$ cat config.mk
export PLATFORM = sky130hd
export DESIGN_NAME = aer_tx_arbiter
export DESIGN_NICKNAME = d
export VERILOG_FILES = /design/src/rtl/aer_pkg.sv /design/src/rtl/rr_pick.sv /design/src/rtl/aer_tx_arbiter.sv
export SDC_FILE = /design/constraint.sdc
export NUM_CORES = 1
export LEC_CHECK = 0
export ABC_AREA = 1
export CAP_MARGIN = 40
export CORE_UTILIZATION = 45
export DETAILED_ROUTE_END_ITERATION = 7
export PLACE_DENSITY_LB_ADDON = 0.08
export SLEW_MARGIN = 20
export SYNTH_ARGS = -nofsm -noshare
export SYNTH_HDL_FRONTEND = slang
export SYNTH_HIERARCHICAL = 1
export SYNTH_SLANG_ARGS = --single-unit
$ cat constraint.sdc
create_clock -name clk -period 2.4 [get_ports clk]
set_input_delay 0.24 -clock clk [delete_from_list [all_inputs] [get_ports clk]]
set_output_delay 0.24 -clock clk [all_outputs]
set_load 0.01 [all_outputs]
$ cat src/rtl/aer_pkg.sv
// Shared types and constants for the AER transmit arbiter.
package aer_pkg;

    // Default number of channel-FSM requesters.
    localparam int unsigned AerNreq = 4;

    // Requester indices.
    localparam int unsigned IdxCh1Up   = 0;
    localparam int unsigned IdxCh1Down = 1;
    localparam int unsigned IdxCh2Up   = 2;
    localparam int unsigned IdxCh2Down = 3;

    // Addr encoding is {channel-1, down}.
    localparam int unsigned AddrW = 2;
    localparam logic [AddrW-1:0] AddrCh1Up   = 2'b00;
    localparam logic [AddrW-1:0] AddrCh1Down = 2'b01;
    localparam logic [AddrW-1:0] AddrCh2Up   = 2'b10;
    localparam logic [AddrW-1:0] AddrCh2Down = 2'b11;

    typedef enum logic [2:0] {
        StIdle,
        StGrant,
        StSend,
        StRelease,
        StAbort
    } aer_state_e;

    // Map a requester index to its sender address.
    function automatic logic [AddrW-1:0] addr_of(input int unsigned idx);
        case (idx)
            IdxCh1Up:   return AddrCh1Up;
            IdxCh1Down: return AddrCh1Down;
            IdxCh2Up:   return AddrCh2Up;
            IdxCh2Down: return AddrCh2Down;
            default:    return '0;
        endcase
    endfunction

endpackage

$ cat src/rtl/rr_pick.sv
// Combinational round-robin picker: first set request above ptr, with wrap.
module rr_pick import aer_pkg::*; #(
    parameter int unsigned NREQ = AerNreq,
    parameter int unsigned IdxW = (NREQ > 1) ? $clog2(NREQ) : 1
) (
    input  logic [NREQ-1:0] req_i,
    input  logic [IdxW-1:0] ptr_i,
    output logic [NREQ-1:0] gnt_o,
    output logic            valid_o
);

    // Scan ptr+1 .. ptr+NREQ (mod NREQ); the last step revisits ptr itself.
    always_comb begin
        gnt_o   = '0;
        valid_o = 1'b0;
        for (int unsigned k = 1; k <= NREQ; k++) begin
            if (!valid_o && req_i[IdxW'((32'(ptr_i) + k) % NREQ)]) begin
                gnt_o[IdxW'((32'(ptr_i) + k) % NREQ)] = 1'b1;
                valid_o = 1'b1;
            end
        end
    end

endmodule

$ cat src/rtl/aer_tx_arbiter.sv
// Round-robin arbiter granting channel FSMs access to the AER sender.
module aer_tx_arbiter import aer_pkg::*; #(
    parameter int unsigned NREQ    = AerNreq,
    parameter int unsigned TIMEOUT = 255
) (
    input  logic             clk,
    input  logic             reset,
    input  logic [NREQ-1:0]  Req,
    input  logic             Fs_sen,
    input  logic             Fe_d,
    output logic [NREQ-1:0]  Gnt,
    output logic [AddrW-1:0] Addr,
    output logic             Start,
    output logic             Busy,
    output logic             Err
);

    localparam int unsigned IdxW = (NREQ > 1) ? $clog2(NREQ) : 1;
    localparam int unsigned CntW = $clog2(TIMEOUT + 1);

    aer_state_e       state_q, state_d;
    logic [NREQ-1:0]  gnt_q, gnt_d;
    logic [AddrW-1:0] addr_q, addr_d;
    logic [IdxW-1:0]  idx_q, idx_d;
    logic [IdxW-1:0]  ptr_q, ptr_d;
    logic [CntW-1:0]  cnt_q, cnt_d;
    logic             start_q, start_d;
    logic             err_q, err_d;

    logic [NREQ-1:0]  win_oh;
    logic             win_valid;
    logic [IdxW-1:0]  win_idx;
    logic             timeout_hit;

    rr_pick #(
        .NREQ (NREQ),
        .IdxW (IdxW)
    ) u_rr_pick (
        .req_i   (Req),
        .ptr_i   (ptr_q),
        .gnt_o   (win_oh),
        .valid_o (win_valid)
    );

    // One-hot winner to index.
    always_comb begin
        win_idx = '0;
        for (int unsigned i = 0; i < NREQ; i++) begin
            if (win_oh[i]) win_idx = IdxW'(i);
        end
    end

    // The count is cleared on entry, so cycle n of a wait holds n-1.
    assign timeout_hit = (cnt_q == CntW'(TIMEOUT - 1));

    // Next-state and registered-output logic.
    always_comb begin
        state_d = state_q;
        gnt_d   = gnt_q;
        addr_d  = addr_q;
        idx_d   = idx_q;
        ptr_d   = ptr_q;
        cnt_d   = cnt_q;
        start_d = 1'b0;
        err_d   = err_q;
        case (state_q)
            StIdle: begin
                if (win_valid) begin
                    state_d = StGrant;
                    gnt_d   = win_oh;
                    idx_d   = win_idx;
                    addr_d  = addr_of(32'(win_idx));
                    start_d = 1'b1;
                    cnt_d   = '0;
                end
            end
            StGrant: begin
                // Fs_sen wins over a simultaneous Fe_d or request drop.
                if (Fs_sen) begin
                    state_d = StSend;
                    cnt_d   = '0;
                end else if (!Req[idx_q]) begin
                    state_d = StIdle;
                    gnt_d   = '0;
                    ptr_d   = idx_q;
                end else if (timeout_hit) begin
                    state_d = StAbort;
                    gnt_d   = '0;
                    err_d   = 1'b1;
                end else begin
                    cnt_d = cnt_q + 1'b1;
                end
            end
            StSend: begin
                if (Fe_d) begin
                    state_d = StRelease;
                    gnt_d   = '0;
                end else if (timeout_hit) begin
                    state_d = StAbort;
                    gnt_d   = '0;
                    err_d   = 1'b1;
                end else begin
                    cnt_d = cnt_q + 1'b1;
                end
            end
            StRelease, StAbort: begin
                if (!Req[idx_q]) begin
                    state_d = StIdle;
                    ptr_d   = idx_q;
                end
            end
            default: begin
                state_d = StIdle;
                gnt_d   = '0;
            end
        endcase
    end

    // State registers with synchronous reset.
    always_ff @(posedge clk) begin
        if (reset) begin
            state_q <= StIdle;
            gnt_q   <= '0;
            addr_q  <= '0;
            idx_q   <= '0;
            ptr_q   <= IdxW'(NREQ - 1);
            cnt_q   <= '0;
            start_q <= 1'b0;
            err_q   <= 1'b0;
        end else begin
            state_q <= state_d;
            gnt_q   <= gnt_d;
            addr_q  <= addr_d;
            idx_q   <= idx_d;
            ptr_q   <= ptr_d;
            cnt_q   <= cnt_d;
            start_q <= start_d;
            err_q   <= err_d;
        end
    end

    assign Gnt   = gnt_q;
    assign Addr  = addr_q;
    assign Start = start_q;
    assign Busy  = (state_q != StIdle);
    assign Err   = err_q;

endmodule

After elaboration in Yosys (flattened, before gate mapping):

Cells that the tools add are included.

* $add $sub $neg: 5
* $lt $le $gt $ge: 9
* eq/ne operators: 14
* multiplexer cells: 58
* bitwise gates (word level): 5
* reductions and logical operators: 24

Operators by type and width (number)
* $mux 8: 5
* $mux 4: 9
* $pmux 8 s3: 1
* $mux 1: 19
* $mux 3: 6
* $pmux 4 s4: 1
* $lt 2x3->1 const B: 5
* $or 4x4->4: 3
* $pmux 3 s4: 1
* $bmux 1 s2: 5
* $add 8x1->8 const B: 1
* $demux 1 s2: 4
* $eq 8x8->1 const B: 1
* $ge 2x1->1 const B: 4
* $mux 2: 4
* $ne 2x2->1 const B: 4
* $pmux 2 s4: 1
* $reduce_and 4->1: 2
* $logic_and 1x1->1: 7
* $eq 3x2->1 const B: 2
* $reduce_and 2->1: 3
* $reduce_bool 3->1: 2
* $add 2x1->2 const B: 2
* $add 2x2->2 const B: 2
* 15 further kinds: 21

* bits in registers: 23
* input port bits: 8
* logic and storage cells: 123

Depth between registers and ports, before layout:

* depth in word-level cells: 18
* depth in mapped cells: 16

Hierarchy:

Netlist, hierarchy kept.

By module, submodules not included
* aer_tx_arbiter: instances 1, cells each 207, area each 1377.6 um^2
* rr_pick: instances 1, cells each 80, area each 451.7 um^2

Worst setup path before layout:

Ideal clock, no wire load.

* path kind: register -> register
* from: register ptr_q[0]
* to: register cnt_q[3]
* library setup time: 0.071 ns
* data arrival time: 2.091 ns
* path slack: 0.239 ns
* cell stages (with the launch flop): 16
* path buffers: 0
* period minus slack after synthesis: 2.161 ns
* cell sequence: dfxtp_1 > inv_2 > ha_1 > inv_1 > nand3_4 > nand2_4 > nand2_2 > nor2_4 > nand2_1 > inv_1 > nand2_4 > nand2_4 > inv_4 > nand3_4 > nand2_1 > a21oi_1

* cells in the longest elaborated chain, start to end: 15
* elaborated cells on any way between the ends: 24

RTL lines
* start: declaration: RTL line aer_tx_arbiter.sv:25 `logic [IdxW-1:0] ptr_q, ptr_d;`
* start signal: assignment: RTL line aer_tx_arbiter.sv:126 `ptr_q <= IdxW'(NREQ - 1);`
* start signal: assignment: RTL line aer_tx_arbiter.sv:135 `ptr_q <= ptr_d;`
* $add 2x1->2: RTL line rr_pick.sv:17 `if (!valid_o && req_i[IdxW'((32'(ptr_i) + k) % NREQ)]) begin`
* $bmux 1 s2: RTL line rr_pick.sv:17
* $mux 1 (not written as such): RTL line rr_pick.sv:17
* $mux 1: RTL line rr_pick.sv:17
* $logic_not 1->1: RTL line rr_pick.sv:17
* $logic_and 1x1->1: RTL line rr_pick.sv:17
* $mux 1: RTL line rr_pick.sv:17
* $logic_not 1->1: RTL line rr_pick.sv:17
* $logic_and 1x1->1: RTL line rr_pick.sv:17
* $mux 1: RTL line rr_pick.sv:17
* $logic_not 1->1: RTL line rr_pick.sv:17
* $logic_and 1x1->1: RTL line rr_pick.sv:17
* $mux 1 (*): RTL line rr_pick.sv:17
* net win_valid: RTL line aer_tx_arbiter.sv:31 `logic win_valid;`
* $ne 2x1->1 (no line) (*)
* $reduce_and 4->1 (no line) (*)
* end signal: assignment: RTL line aer_tx_arbiter.sv:136 `cnt_q <= cnt_d;`
* end: declaration: RTL line aer_tx_arbiter.sv:26 `logic [CntW-1:0] cnt_q, cnt_d;`

Mark *: on every way through the listed nets, which the timed path passes. The rest lies on a longest branch. The select of a mux whose other input is x is not followed.
A chain may end at the register's enable or synchronous reset.

Worst setup path after layout:

* from: register ptr_q[0]
* to: register cnt_q[4]

Same word-level chain as after synthesis.

==> results by stage <==
Run status:
- The flow ran to the end, and the final reports show no timing, DRC or antenna violations.

Routing:
- Dividing the detail-routed via count by the number of cells gives 4.90.
- The number of detailed-route iterations in the first pass is 4.
- The residual DRC count is 0.
- The first-iteration detailed-routing DRC count is 87.
- The routed wire length is between 4000 and 5000 µm.
- After detailed routing, the average wire length per cell comes to 11.3 µm.
- The detail route stage leaves a number of antenna-violating nets equal to 0.
- The routed via count is 1,749.

Setup path:
- The required time at the endpoint of the critical path is 2.60 ns.
- The worst setup path category is register to register.
- The largest fanout on the critical path is 10.
- In this design, the critical path's most frequently occurring cell is sky130_fd_sc_hd__nand2_4.
- The most critical setup path has its startpoint at ptr_q[0].
- Walking the worst path, the cells encountered are inv_2 -> ha_1 -> inv_1 -> nand3_4 -> nand2_4 -> nand2_2 -> nor2_4 -> nand2_1 -> inv_1 -> nand2_4 -> nand2_4 -> inv_4 -> nand3_4 -> nand2_1 -> a21oi_1.
- The largest single stage delay on the critical path is 0.37 ns.
- The slack of the worst reg-to-reg path is approximately 0.28 ns.
- The worst reg2reg path startpoint is ptr_q[0].
- The cell at the slowest stage of the critical path is sky130_fd_sc_hd__ha_1.
- The signal arrival time at the worst endpoint is 2.32 ns.
- The worst register-to-register path ends at cnt_q[4].
- Counting cells, the worst reg-to-reg path comes to 15.
- The endpoint type of the worst setup path is a register.
- The critical path endpoint is cnt_q[4].
- The worst setup path is launched from a register.

Synthesis:
- The sequential element share of the synthesized area is 0.252.
- The number of instances in the synthesized netlist is 287.
- The net count of the mapped netlist is 305.
- Sorting the synthesized cells by area gives the leading types as sky130_fd_sc_hd__dfxtp_1, sky130_fd_sc_hd__nand2_1, sky130_fd_sc_hd__nand3_1.
- The netlist area before placement is ~1800 µm².
- The most used flip-flop cell after synthesis is sky130_fd_sc_hd__dfxtp_1.
- By instance count, the leading cell after synthesis is sky130_fd_sc_hd__nand2_1.
- The post-synthesis area per instance is approximately 6.4 µm².
- Counting flops with an async set or reset pin after synthesis yields a share of 0.
- The dominant cell type by area after synthesis is sky130_fd_sc_hd__dfxtp_1.
- Of the post-synthesis cell area, the dominant cell type holds 0.252.
- Yosys printed 6 warnings.
- Counting distinct cell types in the post-synthesis netlist gives 25.
- The register bit total from synthesis is 23.
- By count the netlist is led by sky130_fd_sc_hd__nand2_1, sky130_fd_sc_hd__inv_1, sky130_fd_sc_hd__nand3_1.
- The number of synthesized flops with an enable pin is 0.

Clocking:
- The CTS tree is built.
- The deepest clock path buffer count is 2.
- The total number of clock tree sinks is 23.
- The post-CTS clock slew at the launch and capture registers of the worst setup and hold paths is 0.09 ns.
- The total of hold buffers inserted after clock tree synthesis is 0.
- The CTS buffer count is 3.
- Gates resized during post-CTS repair numbered 0.
- The count of buffers added by post-CTS timing repair for setup is 0.
- At the later pin of the worst-skew pair, clock insertion delay measures 0.27 ns.
- The number of H-tree levels is 1.
- The cell at the root of the clock tree is sky130_fd_sc_hd__clkbuf_8.

Min path:
- The worst hold path class is register to register.

Pwr:
- Summed over all cells, the static leakage comes to just under 1 nW.
- The total power draw is around 2.1 mW.
- The worst-case IR drop observed on VDD is 0.597 mV.
- Dividing total power by cell area gives a power density of 1010 nW/µm².

Layout:
- The post-layout instance area is 2120 µm².
- The number of fillers in the final layout is 375.
- The area added between synthesis and finish is 15.8%.
- The fraction of final layout cells sized beyond drive strength 1 is 0.149.
- The total number of nets in the final design is approximately 330.
- 0 antenna diodes ended up in the layout.
- The number of cells in the finished layout apart from fillers is 357.

GRT:
- Entering global routing, the biggest net connects 14 pins.
- The all-layer global routing usage is 0.218.
- The global-route wire length before repair is 7310 µm.
- The initial antenna violation count is 0.
- After global routing the overflow that remains totals 0.
- The via count of the first global-routing pass is 1,613.

Timing:
- The final-report max-slew violation count was 0.
- The relative slew slack is 0.668.
- Based on the critical path, the design can be clocked at up to 472 MHz.
- At the pin with the least slew margin, the transition time is between 0.4 and 0.5 ns.
- The final-layout setup total negative slack is 0 ns.
- The count of endpoints failing setup in the final report is 0.
- The number of endpoints with negative hold slack in the final report is 0.
- The setup skew after layout is 0.00178 ns.
- Setup repair after global routing left no endpoint under its margin.
- The part of the cycle the worst path needs is 0.883.
- The worst path needs 2.12 ns of the cycle, external delays included.

Floorplan:
- The initialized floorplan defines 22 standard-cell rows.
- The effective utilization at floorplan is 0.485.
- From bottom edge to top edge, the die measures about 66 µm.
- The area enclosed by the die boundary is about 4300 µm².
- 17 I/O pins were placed.
- In this run the standard cell core region covers between 3000 and 4000 µm².
- The chip width is roughly 66 µm.

Place:
- Routability-driven placement finished with a final weighted congestion of 0.922.
- Summed over all nets, the half-perimeter wirelength after detailed placement is just over 3000 µm.
- The count of buffers added on input and output ports is 16.
- Summing all placed instances gives a cell area of 2070 µm².
- The number of placed cells counting well taps is 353.

Job:
- Across the run, the number of max-cap violations was 0.
-- how the worst min path moves through the flow --
stage	startpoint	to	slack, ns	cells past startpoint
final	Addr[1]	Addr[1]	0.47	2
after CTS	Addr[1]	Addr[1]	0.47	2
after global routing	Addr[0]	Addr[0]	0.51	2
after detailed placement	Addr[1]	Addr[1]	0.46	2
after floorplan	reset	cnt_q[0]	0.39	3
after global placement	Addr[1]	Addr[1]	0.46	2
-- routing by layer --
metal,global-route usage,up-vias,wire [µm]
met5,0,-,0
met1,0.295,773,1990
met3,0.0365,2,127
met4,0.0543,0,25
li1,-,947,-
met2,0.355,27,1880
-- kinds of logic (layout without fill, tap and decap cells) --
group,count (synthesis),after routing,synth area share
buffers and inverters,44,66,0.0917
xor gates and xnor gates,1,1,0.00479
and+or+nand+nor,176,176,0.481
AOI/OAI and AO/OA,33,33,0.103
DFF,23,23,0.252
adders and majority gates,10,10,0.0684
-- flip-flops by register name, indices dropped and copies added, names as in the netlist --
| signal | cells |
|---|---|
| cnt_q | 8 |
| Gnt | 4 |
| state_q | 3 |
| Addr | 2 |
| idx_q | 2 |
| ptr_q | 2 |
| Err | 1 |
| Start | 1 |
-- cells in the final DEF, fill, tap and decap left out, types with 5 or more instances in the layout --
| master | synthesis | final |
|---|---|---|
| sky130_fd_sc_hd__nand2_4 | 5 | 5 |
| sky130_fd_sc_hd__ha_1 | 10 | 10 |
| sky130_fd_sc_hd__nand3_1 | 28 | 28 |
| sky130_fd_sc_hd__inv_2 | 6 | 6 |
| sky130_fd_sc_hd__inv_1 | 35 | 35 |
| sky130_fd_sc_hd__clkdlybuf4s50_1 | 0 | 16 |
| sky130_fd_sc_hd__dfxtp_1 | 23 | 23 |
| sky130_fd_sc_hd__nand2_2 | 7 | 7 |
| sky130_fd_sc_hd__a21oi_1 | 17 | 17 |
| sky130_fd_sc_hd__nor2_1 | 26 | 26 |
| sky130_fd_sc_hd__nand2_1 | 92 | 92 |
| sky130_fd_sc_hd__nor2_4 | 6 | 6 |
| sky130_fd_sc_hd__o21ai_0 | 7 | 7 |
-- area by class of cell --
class	instances	area [µm²]	share of cell area
Clock buffer	3	41.3	0.0195
Sequential cell	23	460	0.217
Clock inverter	1	5.00	0.00236
Multi-Input combinational cell	220	1200	0.567
Tap cell	48	60.1	0.0284
Inverter	42	160	0.0756
Timing Repair Buffer	20	190	0.0898
-- report_power, final --
group	internal, mW	leakage (nW)	switching, mW
combinational	0.500	0.781	0.820
clock	0.116	0.0255	0.141
sequential	0.477	0.187	0.0785
total	1.09	0.994	1.04
-- critical path: cells and delay by family, from the launching register on --
kind	cells	cell delay, ns
AO/OA/AOI/OAI	1	0.13
adder cells (fa/ha/maj)	1	0.37
buffers and inverters	4	0.39
flip-flops	1	0.36
AND/OR/NAND/NOR	9	0.80
-- stage by stage --
stage	setup slack, ns	util	hold WS, ns
final	0.280	0.562	0.467
after global routing	0.0640	0.562	0.505
after CTS	0.283	0.562	0.470
after detailed placement	0.295	0.549	0.457
after global placement	0.358	0.549	0.456
after floorplan	0.239	-	0.390
(Power assumes the default switching activity.)
